### config.mk
export PLATFORM = sky130hd
export DESIGN_NAME = oam_dma_arbiter
export DESIGN_NICKNAME = d
export VERILOG_FILES = /design/src/rtl/oam_dma_arbiter.sv
export SDC_FILE = /design/constraint.sdc
export NUM_CORES = 1
export LEC_CHECK = 0
export ABC_CLOCK_PERIOD_IN_PS = 3200
export CAP_MARGIN = 10
export CELL_PAD_IN_SITES_DETAIL_PLACEMENT = 1
export CELL_PAD_IN_SITES_GLOBAL_PLACEMENT = 1
export CORE_ASPECT_RATIO = 2
export CORE_MARGIN = 2
export CORE_UTILIZATION = 35
export CTS_CLUSTER_SIZE = 20
export DETAILED_ROUTE_END_ITERATION = 8
export GPL_ROUTABILITY_DRIVEN = 1
export PLACE_DENSITY_LB_ADDON = 0.1
export SYNTH_ARGS = -nofsm -noshare
export SYNTH_HDL_FRONTEND = slang
export SYNTH_SLANG_ARGS = --single-unit
### constraint.sdc
create_clock -name clk -period 3.2 [get_ports clk]
set_input_delay 0.48 -clock clk [delete_from_list [all_inputs] [get_ports clk]]
set_output_delay 0.48 -clock clk [all_outputs]
set_load 0.05 [all_outputs]
### src/rtl/oam_dma_arbiter.sv
// -----------------------------------------------------------------------------
// oam_dma_arbiter
//
// Owns the single memory port shared by the CPU, the PPU fetcher and the OAM
// DMA engine. A granted CPU write to FF46 launches a DMA_LEN-byte copy from
// {src,8'h00} into FE00.. . Port ownership is decided every cycle by fixed
// priority: DMA read/write slot, then PPU fetch, then CPU. Accesses that the
// bus lockouts forbid complete immediately without touching the port
// (reads return FF, writes are dropped).
//
// Optional feature macro: PPU_MODE_LOCK_EN
//   defined   : CPU access to VRAM (8000-9FFF) is locked out in DRAW mode and
//               CPU access to OAM (FE00-FE9F) in SCAN/DRAW mode.
//   undefined : ppu_mode is ignored; only the DMA lockout applies.
//
// Ports
//   clk, rst               clock; asynchronous active-low reset
//   cpu_addr/rd/wr/wdata   CPU request (rd+wr together is a write)
//   cpu_rdata              CPU read data, valid the cycle after the grant
//   cpu_wait               CPU request present but not granted this cycle
//   ppu_mode               PPU mode (0 HBLANK, 1 VBLANK, 2 SCAN, 3 DRAW)
//   ppu_rd/ppu_addr        PPU fetch request
//   ppu_gnt                PPU fetch accepted this cycle (combinational)
//   ppu_rdata              PPU read data, valid the cycle after ppu_gnt
//   mem_addr/rd/wr/wdata   shared port request; mem_rdata valid next cycle
//   mem_rdata              shared port read data
//   dma_active             DMA in progress, start delay included
// -----------------------------------------------------------------------------
module oam_dma_arbiter #(
   parameter int CYCLES_PER_BYTE = 4,
   parameter int START_DELAY     = 4,
   parameter int DMA_LEN         = 160
) (
   input  logic        clk,
   input  logic        rst,
   input  logic [15:0] cpu_addr,
   input  logic        cpu_rd,
   input  logic        cpu_wr,
   input  logic [7:0]  cpu_wdata,
   output logic [7:0]  cpu_rdata,
   output logic        cpu_wait,
   input  logic [1:0]  ppu_mode,
   input  logic        ppu_rd,
   input  logic [15:0] ppu_addr,
   output logic        ppu_gnt,
   output logic [7:0]  ppu_rdata,
   output logic [15:0] mem_addr,
   output logic        mem_rd,
   output logic        mem_wr,
   output logic [7:0]  mem_wdata,
   input  logic [7:0]  mem_rdata,
   output logic        dma_active
);

   localparam int PW = (CYCLES_PER_BYTE > 2) ? $clog2(CYCLES_PER_BYTE) : 1;
   localparam int DW = (START_DELAY > 2) ? $clog2(START_DELAY) : 1;
   localparam logic [PW-1:0] PH_LAST  = PW'(CYCLES_PER_BYTE - 1);
   localparam logic [PW-1:0] PH_WRITE = PW'(1);
   localparam logic [7:0]    IDX_LAST = 8'(DMA_LEN - 1);
   // DELAY lasts START_DELAY-1 cycles so the byte-0 read lands exactly
   // START_DELAY clocks after the cycle in which FF46 was written.
   localparam logic [DW-1:0] DLY_LAST = DW'(START_DELAY - 2);

   typedef enum logic [1:0] {
      ST_IDLE  = 2'd0,
      ST_DELAY = 2'd1,
      ST_XFER  = 2'd2
   } state_t;

   state_t        state_reg, state_next;
   logic [7:0]    src_reg, src_next;
   logic [7:0]    idx_reg, idx_next;
   logic [PW-1:0] phase_reg, phase_next;
   logic [DW-1:0] dcnt_reg, dcnt_next;

   logic cpu_req, cpu_blocked, cpu_use, mode_block;
   logic ppu_blocked, ppu_use;
   logic dma_slot, dma_start;
   logic [7:0] src_mapped;

   assign dma_active = (state_reg != ST_IDLE);
   assign dma_slot   = (state_reg == ST_XFER) &&
                       ((phase_reg == '0) || (phase_reg == PH_WRITE));

`ifdef PPU_MODE_LOCK_EN
   assign mode_block = ((ppu_mode == 2'd3) &&
                        (cpu_addr >= 16'h8000) && (cpu_addr <= 16'h9FFF)) ||
                       (ppu_mode[1] &&
                        (cpu_addr >= 16'hFE00) && (cpu_addr <= 16'hFE9F));
`else
   logic unused_mode;
   assign unused_mode = ^ppu_mode;
   assign mode_block  = 1'b0;
`endif

   // Locked-out requests never need the port, so they are resolved before
   // arbitration and never wait.
   assign cpu_req     = cpu_rd | cpu_wr;
   assign cpu_blocked = cpu_req &&
                        ((dma_active && (cpu_addr < 16'hFF00)) || mode_block);
   assign ppu_blocked = ppu_rd && dma_active &&
                        (ppu_addr >= 16'hFE00) && (ppu_addr <= 16'hFE9F);

   assign ppu_use  = ppu_rd && !ppu_blocked && !dma_slot;
   assign cpu_use  = cpu_req && !cpu_blocked && !dma_slot && !ppu_use;
   assign cpu_wait = cpu_req && !cpu_blocked && !cpu_use;
   assign ppu_gnt  = ppu_blocked || ppu_use;

   assign dma_start  = cpu_use && cpu_wr && (cpu_addr == 16'hFF46);
   // Sources at E0xx and above would read echo/OAM/IO space; fold them down.
   assign src_mapped = (cpu_wdata >= 8'hE0) ? (cpu_wdata - 8'h20) : cpu_wdata;

   // Shared port mux
   always_comb begin
      mem_addr  = 16'h0000;
      mem_rd    = 1'b0;
      mem_wr    = 1'b0;
      mem_wdata = 8'h00;
      if (dma_slot) begin
         if (phase_reg == '0) begin
            mem_rd   = 1'b1;
            mem_addr = {src_reg, 8'h00} + {8'h00, idx_reg};
         end else begin
            // Data read in phase 0 is presented by memory this cycle.
            mem_wr    = 1'b1;
            mem_addr  = 16'hFE00 + {8'h00, idx_reg};
            mem_wdata = mem_rdata;
         end
      end else if (ppu_use) begin
         mem_rd   = 1'b1;
         mem_addr = ppu_addr;
      end else if (cpu_use) begin
         mem_addr  = cpu_addr;
         mem_wr    = cpu_wr;
         mem_rd    = ~cpu_wr;
         mem_wdata = cpu_wdata;
      end
   end

   // DMA sequencer, next state
   always_comb begin
      state_next = state_reg;
      src_next   = src_reg;
      idx_next   = idx_reg;
      phase_next = phase_reg;
      dcnt_next  = dcnt_reg;
      case (state_reg)
         ST_DELAY: begin
            if (dcnt_reg == DLY_LAST) begin
               state_next = ST_XFER;
               idx_next   = 8'h00;
               phase_next = '0;
            end else begin
               dcnt_next = dcnt_reg + 1'b1;
            end
         end
         ST_XFER: begin
            if ((phase_reg == PH_WRITE) && (idx_reg == IDX_LAST)) begin
               state_next = ST_IDLE;
               idx_next   = 8'h00;
               phase_next = '0;
            end else if (phase_reg == PH_LAST) begin
               phase_next = '0;
               idx_next   = idx_reg + 8'h01;
            end else begin
               phase_next = phase_reg + 1'b1;
            end
         end
         default: ;
      endcase
      // A granted FF46 write (re)starts from any state.
      if (dma_start) begin
         state_next = ST_DELAY;
         src_next   = src_mapped;
         idx_next   = 8'h00;
         phase_next = '0;
         dcnt_next  = '0;
      end
   end

   always_ff @(posedge clk or negedge rst) begin
      if (!rst) begin
         state_reg <= ST_IDLE;
         src_reg   <= 8'h00;
         idx_reg   <= 8'h00;
         phase_reg <= '0;
         dcnt_reg  <= '0;
      end else begin
         state_reg <= state_next;
         src_reg   <= src_next;
         idx_reg   <= idx_next;
         phase_reg <= phase_next;
         dcnt_reg  <= dcnt_next;
      end
   end

   // Read-return paths: channel 0 = CPU, channel 1 = PPU. A served read passes
   // mem_rdata straight through in the following cycle; a locked-out read
   // returns FF. The last value is held otherwise.
   logic [1:0]      ret_served, ret_blocked;
   logic [1:0][7:0] ret_data;

   assign ret_served  = {ppu_use, cpu_use && !cpu_wr};
   assign ret_blocked = {ppu_blocked, cpu_blocked && !cpu_wr};

   generate
      for (genvar gi = 0; gi < 2; gi++) begin : g_ret
         logic       pend_reg;
         logic [7:0] hold_reg;
         always_ff @(posedge clk or negedge rst) begin
            if (!rst) begin
               pend_reg <= 1'b0;
               hold_reg <= 8'hFF;
            end else begin
               pend_reg <= ret_served[gi];
               if (ret_blocked[gi]) begin
                  hold_reg <= 8'hFF;
               end else if (pend_reg) begin
                  hold_reg <= mem_rdata;
               end
            end
         end
         assign ret_data[gi] = pend_reg ? mem_rdata : hold_reg;
      end
   endgenerate

   assign cpu_rdata = ret_data[0];
   assign ppu_rdata = ret_data[1];

endmodule

==> flow_metrics.py <==
metrics = {
    "floorplan": {
        "die_h_um": 126,
        "core_um2": 7210,
        "dieArea_um2": 8180,
        "core.rowCount": 44,
        "initial_utilization": 0.361,
        "pin_count": 100,
        "die-width_um": 64.9,
    },
    "clock_tree": {
        "cts_root_buffer": "clkbuf_16",
        "htreeDepth": 2,
        "post_cts_buffers": 0,
        "clk_pin_slew_ns": 0.06,
        "clk_latency_ns": 0.29,
        "cts_hold_buf": 0,
        "cts_max_path_buffers": 2,
        "numCtsBuffers": 5,
        "cts.sinks": 40,
        "cts_tree": "done",
        "cts_resized": 0,
    },
    "pwr": {
        "peakVddDrop_v": 0.000365,
        "pwr_density_cell_nw_per_um2": 460,
        "leakagePower_nw": 1.74,
    },
    "worst_setup_path": {
        "worstSetupEndpointType": "output pin",
        "critical_path_class": "primary input to output pin",
        "startpoint_type": "primary input",
        "crit_chain": "clkdlybuf4s50_1, nand4b_1, o41ai_2, and4_1, a22o_1, buf_12",
        "crit_path_start": "ppu_addr[8]",
        "crit_required_ns": 2.72,
        "regToRegStartpoint": "phase_reg[1]",
        "slowest_stage": "and4_1",
        "max_stage_delay_ns": 0.49,
        "critPathMaxFanout": 10,
        "critPathArrivalTime_ns": 2.52,
    },
    "routing": {
        "wl_per_cell_um": 18.7,
        "drcViolationCount": 0,
        "drtAntennaViolNets": 0,
        "via_per_inst": 5.53,
        "totalWireLength_um": 8870,
        "drt-initial-drc-count": 94,
        "route.vias.total": 2627,
        "drtPass1Iterations": 4,
    },
    "synth": {
        "synthArstFlopShare": 1.00,
        "syn_inst": 284,
        "synth_edf_count": 0,
        "synth_seq_area_share": 0.393,
        "netlist_area_um2": 2600,
        "syn_nets": 345,
        "ys_warn_count": 0,
        "synth-seq-cells": 40,
        "synth_cell_types": 46,
        "synth_area_per_cell_um2": 9.15,
        "synth_flop_cell": "dfrtp_1",
    },
    "timing": {
        "drv_slew": 0,
        "relSlewSlack": 0.380,
        "tns_ns": 0,
        "fmax_mhz": 333,
        "period_share": 0.938,
        "min_period_ns": 3.00,
        "hold_viol": 0,
        "fin_skew_ns": 0.00568,
        "setup_viol": 0,
        "rsz0062_at_grt": "false",
        "worst_pin_slew_ns": 0.930,
    },
    "final_layout": {
        "final_nets": 443,
        "area_delta_synth_final_pct": 57.9,
        "num_antenna_cells": 0,
        "drive_gt1_frac": 0.230,
        "largest_reg_flops": 16,
        "stdcell_area_um2": 4110,
    },
    "outcome": {
        "status": "finished, final reports clean",
    },
    "placed_design": {
        "placedInstanceArea_um2": 3960,
        "io_buffers": 97,
        "globalplace.congestion": 0.879,
        "dp_hpwl_um": 7010,
    },
    "flow_run": {
        "maxCapViolCount": 0,
    },
    "global_route": {
        "grt_max_degree": 41,
        "grt_overflow_total": 0,
        "grt_busiest_layer": "met2",
        "grtUsageMet1": 0.238,
        "grt_pass1_wl_um": 14500,
        "grt_util_met2": 0.448,
        "met3_usage": 0.0250,
        "track_usage": 0.229,
        "grt_pass1_vias": 2914,
        "antenna_found_initial": 0,
    },
    "hold_path": {
        "hp-class": "primary input to async pin",
    },
}
## logic make-up after synthesis
logic type / after synthesis / share of synthesized area
AND/OR/NAND/NOR: 110 / 0.246
XOR/XNOR: 1 / 0.00337
buffers and inverters: 25 / 0.0404
adder cells (fa/ha/maj): 6 / 0.0289
AO/OA/AOI/OAI: 78 / 0.184
multiplexers: 24 / 0.104
flip-flops: 40 / 0.393
## routing by layer
layer | wire length, um | vias up
met5 | 0 | -
met4 | 171 | 0
met3 | 355 | 11
met2 | 5180 | 83
met1 | 3160 | 1289
li1 | - | 1244
## power by group
| group | leakage (nW) | switching [mW] | internal [mW] |
|---|---|---|---|
| clock | 0.0766 | 0.195 | 0.307 |
| combinational | 1.19 | 0.408 | 0.328 |
| sequential | 0.480 | 0.0605 | 0.592 |
## critical path: cells and delay by family
kind	cells	cell delay, ns
simple gates	2	0.76
compound gates	2	0.67
buf+inv	2	0.59
## worst paths after layout
| path | to | slack (ns) | cells past startpoint |
|---|---|---|---|
| min | idx_reg[4] | 0.32 | 1 |
| max | mem_wdata[0] | 0.20 | 6 |
| max reg2reg | idx_reg[7] | 0.93 | 6 |
| max in group asynchronous | dcnt_reg[0] | 2.33 | 1 |
| min in group clk | src_reg[2] | 0.48 | 1 |
| min reg2reg | src_reg[2] | 0.48 | 1 |
## synthesized netlist by cell type, drive strengths merged, types with 2 or more instances
| cell type | instances | area [um^2] |
|---|---|---|
| mux2 | 24 | 270 |
| a41oi | 2 | 17.5 |
| a21o | 3 | 22.5 |
| nor2 | 26 | 100 |
| o21ai | 6 | 30.0 |
| nor4 | 2 | 27.5 |
| clkbuf | 13 | 48.8 |
| nand2 | 12 | 45.0 |
| nand3b | 3 | 22.5 |
| a21oi | 45 | 225 |
| a22o | 8 | 70.1 |
| ha | 6 | 75.1 |
| and3b | 2 | 17.5 |
| and2 | 2 | 12.5 |
| nor2b | 2 | 12.5 |
| nand2b | 17 | 106 |
| buf | 4 | 26.3 |
| inv | 8 | 30.0 |
| a31oi | 4 | 25.0 |
| dfrtp | 24 | 601 |
| nand4 | 17 | 106 |
| nor3 | 8 | 40.0 |
| a22oi | 2 | 15.0 |
| nand3 | 2 | 10.0 |
| dfstp | 16 | 420 |
| nand4b | 2 | 17.5 |
| o211ai | 2 | 15.0 |
| nor3b | 2 | 15.0 |
| or3b | 2 | 17.5 |
| and4 | 6 | 52.6 |
## metrics by stage
stage / setup WS (ns) / hold WS [ns] / std cells / power, mW / util
final: 0.198 / 0.325 / 475 / 1.89 / 0.569
after global routing: 0.109 / 0.383 / 475 / 1.99 / 0.569
after CTS: 0.200 / 0.356 / 475 / 1.91 / 0.569
after detailed placement: 0.238 / 0.477 / 467 / 1.40 / 0.549
after global placement: 0.309 / 0.468 / 467 / 1.38 / 0.549
after floorplan: 0.0108 / 0.184 / 284 / 1.06 / -
## final cells by class
class | instances | area [um^2]
Timing Repair Buffer | 108 | 1320
Fill cell | 812 | 3110
Inverter | 8 | 30.0
Clock inverter | 2 | 10.0
Tap cell | 92 | 115
Clock buffer | 6 | 139
Multi-Input combinational cell | 219 | 1470
Sequential cell | 40 | 1020
## cell usage in the layout (no fill, tap or decap), types with 3 or more instances in the layout
cell and instances:
a21o_1 3, nor2_1 25, mux2_1 6, o21ai_0 6, ha_1 6, a31oi_1 4, mux2_2 18, nand2_1 12
nand4_1 17, buf_4 12, nand3b_1 3, nor3_1 8, a21oi_1 45, clkdlybuf4s50_1 68, buf_12 27, nand2b_1 17
a22o_1 8, dfstp_2 16, and4_1 6, inv_1 8, dfrtp_1 24, clkbuf_16 5
Note: power is estimated with default switching activity, not from simulation.
